--- src/rtl/ex_div.sv ---
// Radix-2 restoring divider for DIV.W/DIV.WU/MOD.W/MOD.WU: WIDTH cycles per result (1 cycle on divide-by-zero).
// One request at a time; the result is held in DONE until out_ready, and flush aborts from any state.
module ex_div #(
  parameter int WIDTH   = 32,
  parameter int COUNT_W = $clog2(WIDTH)
) (
  input  logic             clk,
  input  logic             rstn,
  input  logic             flush,
  input  logic             in_valid,
  output logic             in_ready,
  input  logic [1:0]       op,
  input  logic [WIDTH-1:0] a,
  input  logic [WIDTH-1:0] b,
  output logic             out_valid,
  input  logic             out_ready,
  output logic [WIDTH-1:0] y
);

  typedef enum logic [1:0] {IDLE, CALC, DONE} state_t;

  state_t             state, state_next;
  logic [COUNT_W-1:0] cnt;
  logic [1:0]         op_q;
  logic               q_neg, r_neg;
  logic [WIDTH-1:0]   rem, quo, b_mag;

  logic               accept, is_signed, last;
  logic [WIDTH-1:0]   a_mag, b_in_mag;
  logic [WIDTH:0]     rem_sh, trial;
  logic [WIDTH-1:0]   rem_nx, quo_nx, q_fix, r_fix;

  assign in_ready  = (state == IDLE) && !flush;
  assign out_valid = (state == DONE);
  assign accept    = in_valid && in_ready;
  assign is_signed = !op[0];
  assign a_mag     = (is_signed && a[WIDTH-1]) ? -a : a;
  assign b_in_mag  = (is_signed && b[WIDTH-1]) ? -b : b;

  // Partial remainder is always below the divisor, so WIDTH+1 bits cover the shifted trial.
  assign rem_sh = {rem, quo[WIDTH-1]};
  assign trial  = rem_sh - {1'b0, b_mag};
  assign rem_nx = trial[WIDTH] ? rem_sh[WIDTH-1:0] : trial[WIDTH-1:0];
  assign quo_nx = {quo[WIDTH-2:0], ~trial[WIDTH]};
  assign q_fix  = q_neg ? -quo_nx : quo_nx;
  assign r_fix  = r_neg ? -rem_nx : rem_nx;
  assign last   = (cnt == COUNT_W'(WIDTH-1));

  always_ff @(posedge clk or negedge rstn) begin
    if (!rstn) state <= IDLE;
    else       state <= state_next;
  end

  always_comb begin
    state_next = state;
    unique case (state)
      IDLE:    if (accept) state_next = (b == '0) ? DONE : CALC;
      CALC:    if (last) state_next = DONE;
      DONE:    if (out_ready) state_next = IDLE;
      default: state_next = IDLE;
    endcase
    if (flush) state_next = IDLE;
  end

  always_ff @(posedge clk or negedge rstn) begin
    if (!rstn) begin
      cnt   <= '0;
      op_q  <= '0;
      q_neg <= 1'b0;
      r_neg <= 1'b0;
      rem   <= '0;
      quo   <= '0;
      b_mag <= '0;
      y     <= '0;
    end else if (accept) begin
      op_q  <= op;
      q_neg <= is_signed & (a[WIDTH-1] ^ b[WIDTH-1]);
      r_neg <= is_signed & a[WIDTH-1];
      rem   <= '0;
      quo   <= a_mag;
      b_mag <= b_in_mag;
      cnt   <= '0;
      // Divide-by-zero skips the iterations: all-ones quotient, dividend as remainder.
      if (b == '0) y <= op[1] ? a : '1;
    end else if (state == CALC && !flush) begin
      rem <= rem_nx;
      quo <= quo_nx;
      cnt <= cnt + 1'b1;
      if (last) y <= op_q[1] ? r_fix : q_fix;
    end
  end

endmodule
--- config.mk ---
export PLATFORM = sky130hd
export DESIGN_NAME = ex_div
export DESIGN_NICKNAME = d
export VERILOG_FILES = /design/src/rtl/ex_div.sv
export SDC_FILE = /design/constraint.sdc
export NUM_CORES = 1
export LEC_CHECK = 0
export BUFFER_PORTS_ARGS = -buffer_cell sky130_fd_sc_hd__buf_2
export CAP_MARGIN = 20
export CORE_MARGIN = 5
export CORE_UTILIZATION = 33
export DETAILED_ROUTE_END_ITERATION = 8
export HOLD_SLACK_MARGIN = 0.1
export PLACE_DENSITY = 0.49
export SYNTH_ARGS = -nofsm -noshare
export SYNTH_HDL_FRONTEND = slang
export SYNTH_SLANG_ARGS = --single-unit
export TNS_END_PERCENT = 10
--- constraint.sdc ---
create_clock -name clk -period 7.05 [get_ports clk]
set_clock_uncertainty 0.15 [all_clocks]
set_input_delay 0.705 -clock clk [delete_from_list [all_inputs] [get_ports clk]]
set_output_delay 0.705 -clock clk [all_outputs]
set_load 0.05 [all_outputs]
# == Word-level counts from Yosys, hierarchy flattened ==
# Index checks and enable logic that the tools add are counted.
# totals
regBits,139
in_bits,71
out_inout_bits,34
elab_cells,62
# classes
addsub,6
eq_ne,7
mux,23
bitwise,4
n_reduce_logical,13
# ops
op,count
2-to-1 mux 32 bit,15
negator 32 bit,4
subtractor 33 x 32 -> 33 bit,1
zero test 32 bit,1
2-to-1 mux 2 bit,5
2-to-1 mux 5 bit,2
"!= test 3 bit, second input constant",2
case mux 2 bit (3 select lines),1
AND reduction 3 bit,2
"adder 5 x 1 -> 5 bit, second input constant",1
"equality test 5 bit, second input constant",1
logical AND 1 bit,5
nonzero test 2 bit,2
"!= test 3 x 2 -> 1 bit, second input constant",1
AND 1 bit,2
"equality test 2 x 1 -> 1 bit, second input constant",1
"equality test 2 bit, second input constant",1
zero test 1 bit,2
zero test 2 bit,1
"!= test 2 x 1 -> 1 bit, second input constant",1
inverter 1 bit,1
bitwise XOR 1 bit,1

# == Logic depth before layout (Yosys ltp) ==
# depth
ltp_word,8
mapped_depth,25
ltp_nobuf,22

# == Worst setup path after synthesis ==
# OpenSTA, ideal clock, no wires.
# synth_path
path_type,reg-to-reg
start,register quo[31]
end,register y[26]
setup_ns,0.092
arrival_time_ns,4.814
required_time_ns,6.808
path_slack_ns,1.994
stages_incl_launch_ff,24
n_path_buf,3
synth_period_minus_slack_ns,5.056
cell_sequence,dfrtp_1 > inv_1 > ha_1 > fa_1 > nand2b_1 > a21oi_2 > o21ai_2 > a211o_1 > and3b_1 > buf_6 > nor2_4 > inv_2 > buf_6 > clkbuf_1 > a21oi_1 > ha_1 > nand4_1 > nor4_1 > a21oi_1 > or4b_1 > o41ai_2 > xor2_1 > a21oi_1 > o31ai_2
# synth_via
elab_chain_len,8
elab_cells_between_ends,11
cone_classes,add/sub (3); mux (7); bitwise (1)
# synth_rtl
item,line_no,source
from (decl),26,"logic [WIDTH-1:0] rem, quo, b_mag;"
from (signal assigned),80,quo <= a_mag;
from (signal assigned),87,quo <= quo_nx;
subtractor 33 x 32 -> 33 bit,42,"assign trial = rem_sh - {1'b0, b_mag};"
2-to-1 mux 32 bit / inverter 1 bit (equally long branches),"43, 44",
"negator 32 bit, on equally long branches","46, 45",
"2-to-1 mux 32 bit, on equally long branches","46, 45",
2-to-1 mux 32 bit * (2 in series),89,if (last) y <= op_q[1] ? r_fix : q_fix;
2-to-1 mux 32 bit *,85,end else if (state == CALC && !flush) begin
2-to-1 mux 32 bit *,75,end else if (accept) begin
to (signal assigned),84,if (b == '0) y <= op[1] ? a : '1;
to (signal assigned),89,
to (decl),17,output logic [WIDTH-1:0] y
# Every way passes the cells marked *; elsewhere a longest branch is shown, timed or not. The select of a mux whose other input is x is not followed.
# A chain may end at the register's enable or synchronous reset.

# == Worst setup path in the final report ==
# Ends and elaborated chain as after synthesis.

==> metrics.md <==
| Metric | Value |
|---|---|
| Outcome | finished, final reports clean |
| Final core occ | 37.8% |
| Peak supply drop | 0.269 mV |
| Vias in the first global route | 10900 |
| Clock insertion delay at the later pin of the skew report | 450 ps |
| Gr ovfl total | 0 |
| First-pass GRT wire length | 65800 µm |
| CTS H-tree lvls | 4 |
| Placed cell count | 1979 |
| TritonCTS Buffers | 17 |
| Achievable Freq | 178 MHz |
| Yosys warns | 0 |
| CP arrival | 5820 ps |
| Post-synth top area cell | dfrtp_1 |
| Proportion of layout cells with a drive suffix above 1 | 12.0% |
| Drt wl/cell | 21.1 µm |
| Core Region | 34500 µm² |
| Mapped Area | 11500 µm² |
| # diodes | 0 |
| Area Overhead vs Synth | 13.2% |
| CP max stage cell | or4b_1 |
| Setup TNS | 0 ps |
| Top cell type's share of synthesized area | 30.0% |
| 1st-pass router iterations | 5 |
| Crit-path max cell delay | 510 ps |
| Io pins | 105 |
| Port-buffer cells | 104 |
| Most used cell, CP | a21oi_1 |
| Hold Path Class | in -> async |
| Cts repair resizes | 0 |
| Post-Layout Cell Count | 2012 |
| Period utilisation layout | 79.5% |
| DR iter-0 viols | 1021 |
| CP startpoint kind | register |
| Dominant cells by area after synthesis | dfrtp_1 30%, o21ai_0 7.8%, nand2_1 5.7% |
| Slew Limit Fails | 0 |
| Remaining DRCs | 0 |
| Antenna violations before repair | 1 |
| Maxcap violations | 0 |
| Crit path kind | reg -> reg |
| Syn_nets | 1598 |
| Final Hold Viols | 0 |
| FF-to-FF End | y[26] |
| Final net count | 1654 |
| R2R cell count | 21 |
| R2R Setup Slk | 1440 ps |
| Setup ws final | 1440 ps |
| Total die area | 38700 µm² |
| Number of flops mapped to enable cells by yosys | 0 |
| Drt total wl | 42400 µm |
| Worst Setup SP | quo[31] |
| Max clock buf depth | 2 |
| Post-CTS Setup Bufs | 0 |
| Leak Pwr | 0.00562 µW |
| GPL Wtd Cong | 0.906 |
| CP endpoint | y[26] |
| Chip height | 197 µm |
| Dominant synthesized flop cell | dfrtp_1 |
| Async SR Flop Fraction | 100% |
| Routed vias | 11300 |
| Tot GR Track Use | 21.7% |
| Commonest non-fill, non-tap cell in the layout | o21ai_0 |
| Largest net degree at the start of global routing | 91 |
| Final setup violation count | 0 |
| Vias/cell | 5.62 |
| Least-Margin Pin Slew | 1000 ps |
| Filler cell count | 3644 |
| Worst Setup End Kind | register |
| Worst reg2reg startpoint | quo[31] |
| CP Max Fanout | 27 |
| Starting Density | 33.4% |
| Avg Inst Size Synth | 7.73 µm² |
| Post-Synthesis Cells | 1488 |
| PD cells | 438 nW/µm² |
| Netlist cell types | 81 |
| Total clock sinks | 138 |
| HPWL after DPL | 32400 µm |
| CTS tree | built |
| Final worst path period need | 5610 ps |
| Most frequent cells in the layout | 179 x o21ai_0, 174 x nand2_1, 138 x dfrtp_1 |
| Post-DRT Antenna Nets | 0 |
| Sequential area share after synthesis | 30.0% |
| Synthesized flop and latch total | 138 |
| Die W | 197 µm |
| Clk root buf | clkbuf_16 |
| Setup WS pre-CTS | 1500 ps |
| Rel. slew slack | 33.2% |
| RSZ-0062 raised after global routing | false |
| Clk pin slew, worst setup/hold paths | 70 ps |
| CP Cell Sequence | inv_1 > ha_1 > fa_1 > nand2b_1 > a21oi_2 > o21ai_2 > a211o_1 > a21boi_4 > nor2_4 > inv_2 > nor2_1 > a21oi_1 > ha_1 > nand4_1 > nor4_1 > a21oi_1 > or4b_1 > o41ai_2 > xor2_1 > a21oi_1 > o31ai_2 |
| CTS Hold Bufs | 0 |
| Row Count | 68 |
| CP required | 7260 ps |
[how the worst min path moves through the flow]
stage	start	slack, ps	cells after the start	to
floorplan	rstn	260	0	b_mag[0]
global placement	y[20]	310	1	y[20]
detailed placement	state[1]	320	1	state[0]
CTS	rstn	120	1	b_mag[12]
global route	rstn	150	1	b_mag[11]
finish	rstn	110	1	b_mag[11]
[kinds of logic (layout without fill, tap and decap cells)]
logic type	Yosys count	after routing	share of synthesized area (%)
multiplexers	29	29	2.60
XOR/XNOR	135	135	10.3
flip-flops	138	138	30.0
AO/OA/AOI/OAI	479	479	26.2
buffers and inverters	142	211	5.09
AND/OR/NAND/NOR	526	526	21.4
adder cells (fa/ha/maj)	39	39	4.31
[synthesized netlist by cell type, types with 7 or more instances]
cell type / number
nor4_1: 19
o22ai_1: 7
o21ai_0: 179
o31ai_1: 31
dfrtp_1: 138
buf_2: 15
clkbuf_1: 57
xnor2_1: 67
and2_1: 11
a22oi_1: 19
nand4_1: 14
nand2_1: 176
o211ai_1: 12
nor2b_1: 7
nor3_1: 46
nand3_1: 58
xor2_1: 68
and3_1: 11
nor2_1: 125
nand2b_1: 10
buf_1: 7
o221ai_1: 7
mux2i_1: 24
a211oi_1: 16
a21o_1: 15
ha_1: 38
a21oi_1: 90
or3_1: 21
inv_1: 52
or4_1: 8
a31oi_1: 26
[state kept, by name, summed over array words and instances, names as in the netlist]
register,flops
cnt,5
y,32
state,2
quo,32
b_mag,32
r_neg,1
q_neg,1
rem,32
op_q,1
[routing by layer]
layer	wire length [µm]	GRT usage, %
met5	0	0
met4	813	6.01
met3	2490	4.74
met2	18800	33.0
met1	20300	31.2
[power by group]
group / internal [µW] / total, µW / switching [µW]
Combinational: 1250 / 3600 / 2350
Sequential: 945 / 1150 / 203
Clock: 550 / 961 / 411
[final cells by class]
type | count | area [µm²] | area share [%]
Timing Repair Buffer | 124 | 689 | 5.30
Sequential cell | 138 | 3450 | 26.5
Multi-Input combinational cell | 1208 | 7480 | 57.5
Inverter | 55 | 206 | 1.59
Clock inverter | 13 | 155 | 1.19
Tap cell | 455 | 569 | 4.38
Clock buffer | 19 | 453 | 3.48
[per-stage QoR]
step | power, µW | hold slack (ps) | cell area, µm²
2_1_floorplan | 3660 | 259 | 11500
3_3_place_gp | 4710 | 309 | 12400
3_5_place_dp | 4710 | 318 | 12400
4_1_cts | 5690 | 117 | 13000
5_1_grt | 6120 | 145 | 13000
6_report | 5710 | 110 | 13000
[critical path, delay by kind of cell (launching register included)]
family,cells,cell delay (ps)
XOR/XNOR,1,200
AND/OR/NAND/NOR,6,1310
flip-flops,1,380
buffers and inverters,2,450
AO/OA/AOI/OAI,9,2060
adder cells (fa/ha/maj),3,950
Note: power is estimated with default switching activity, not from simulation.
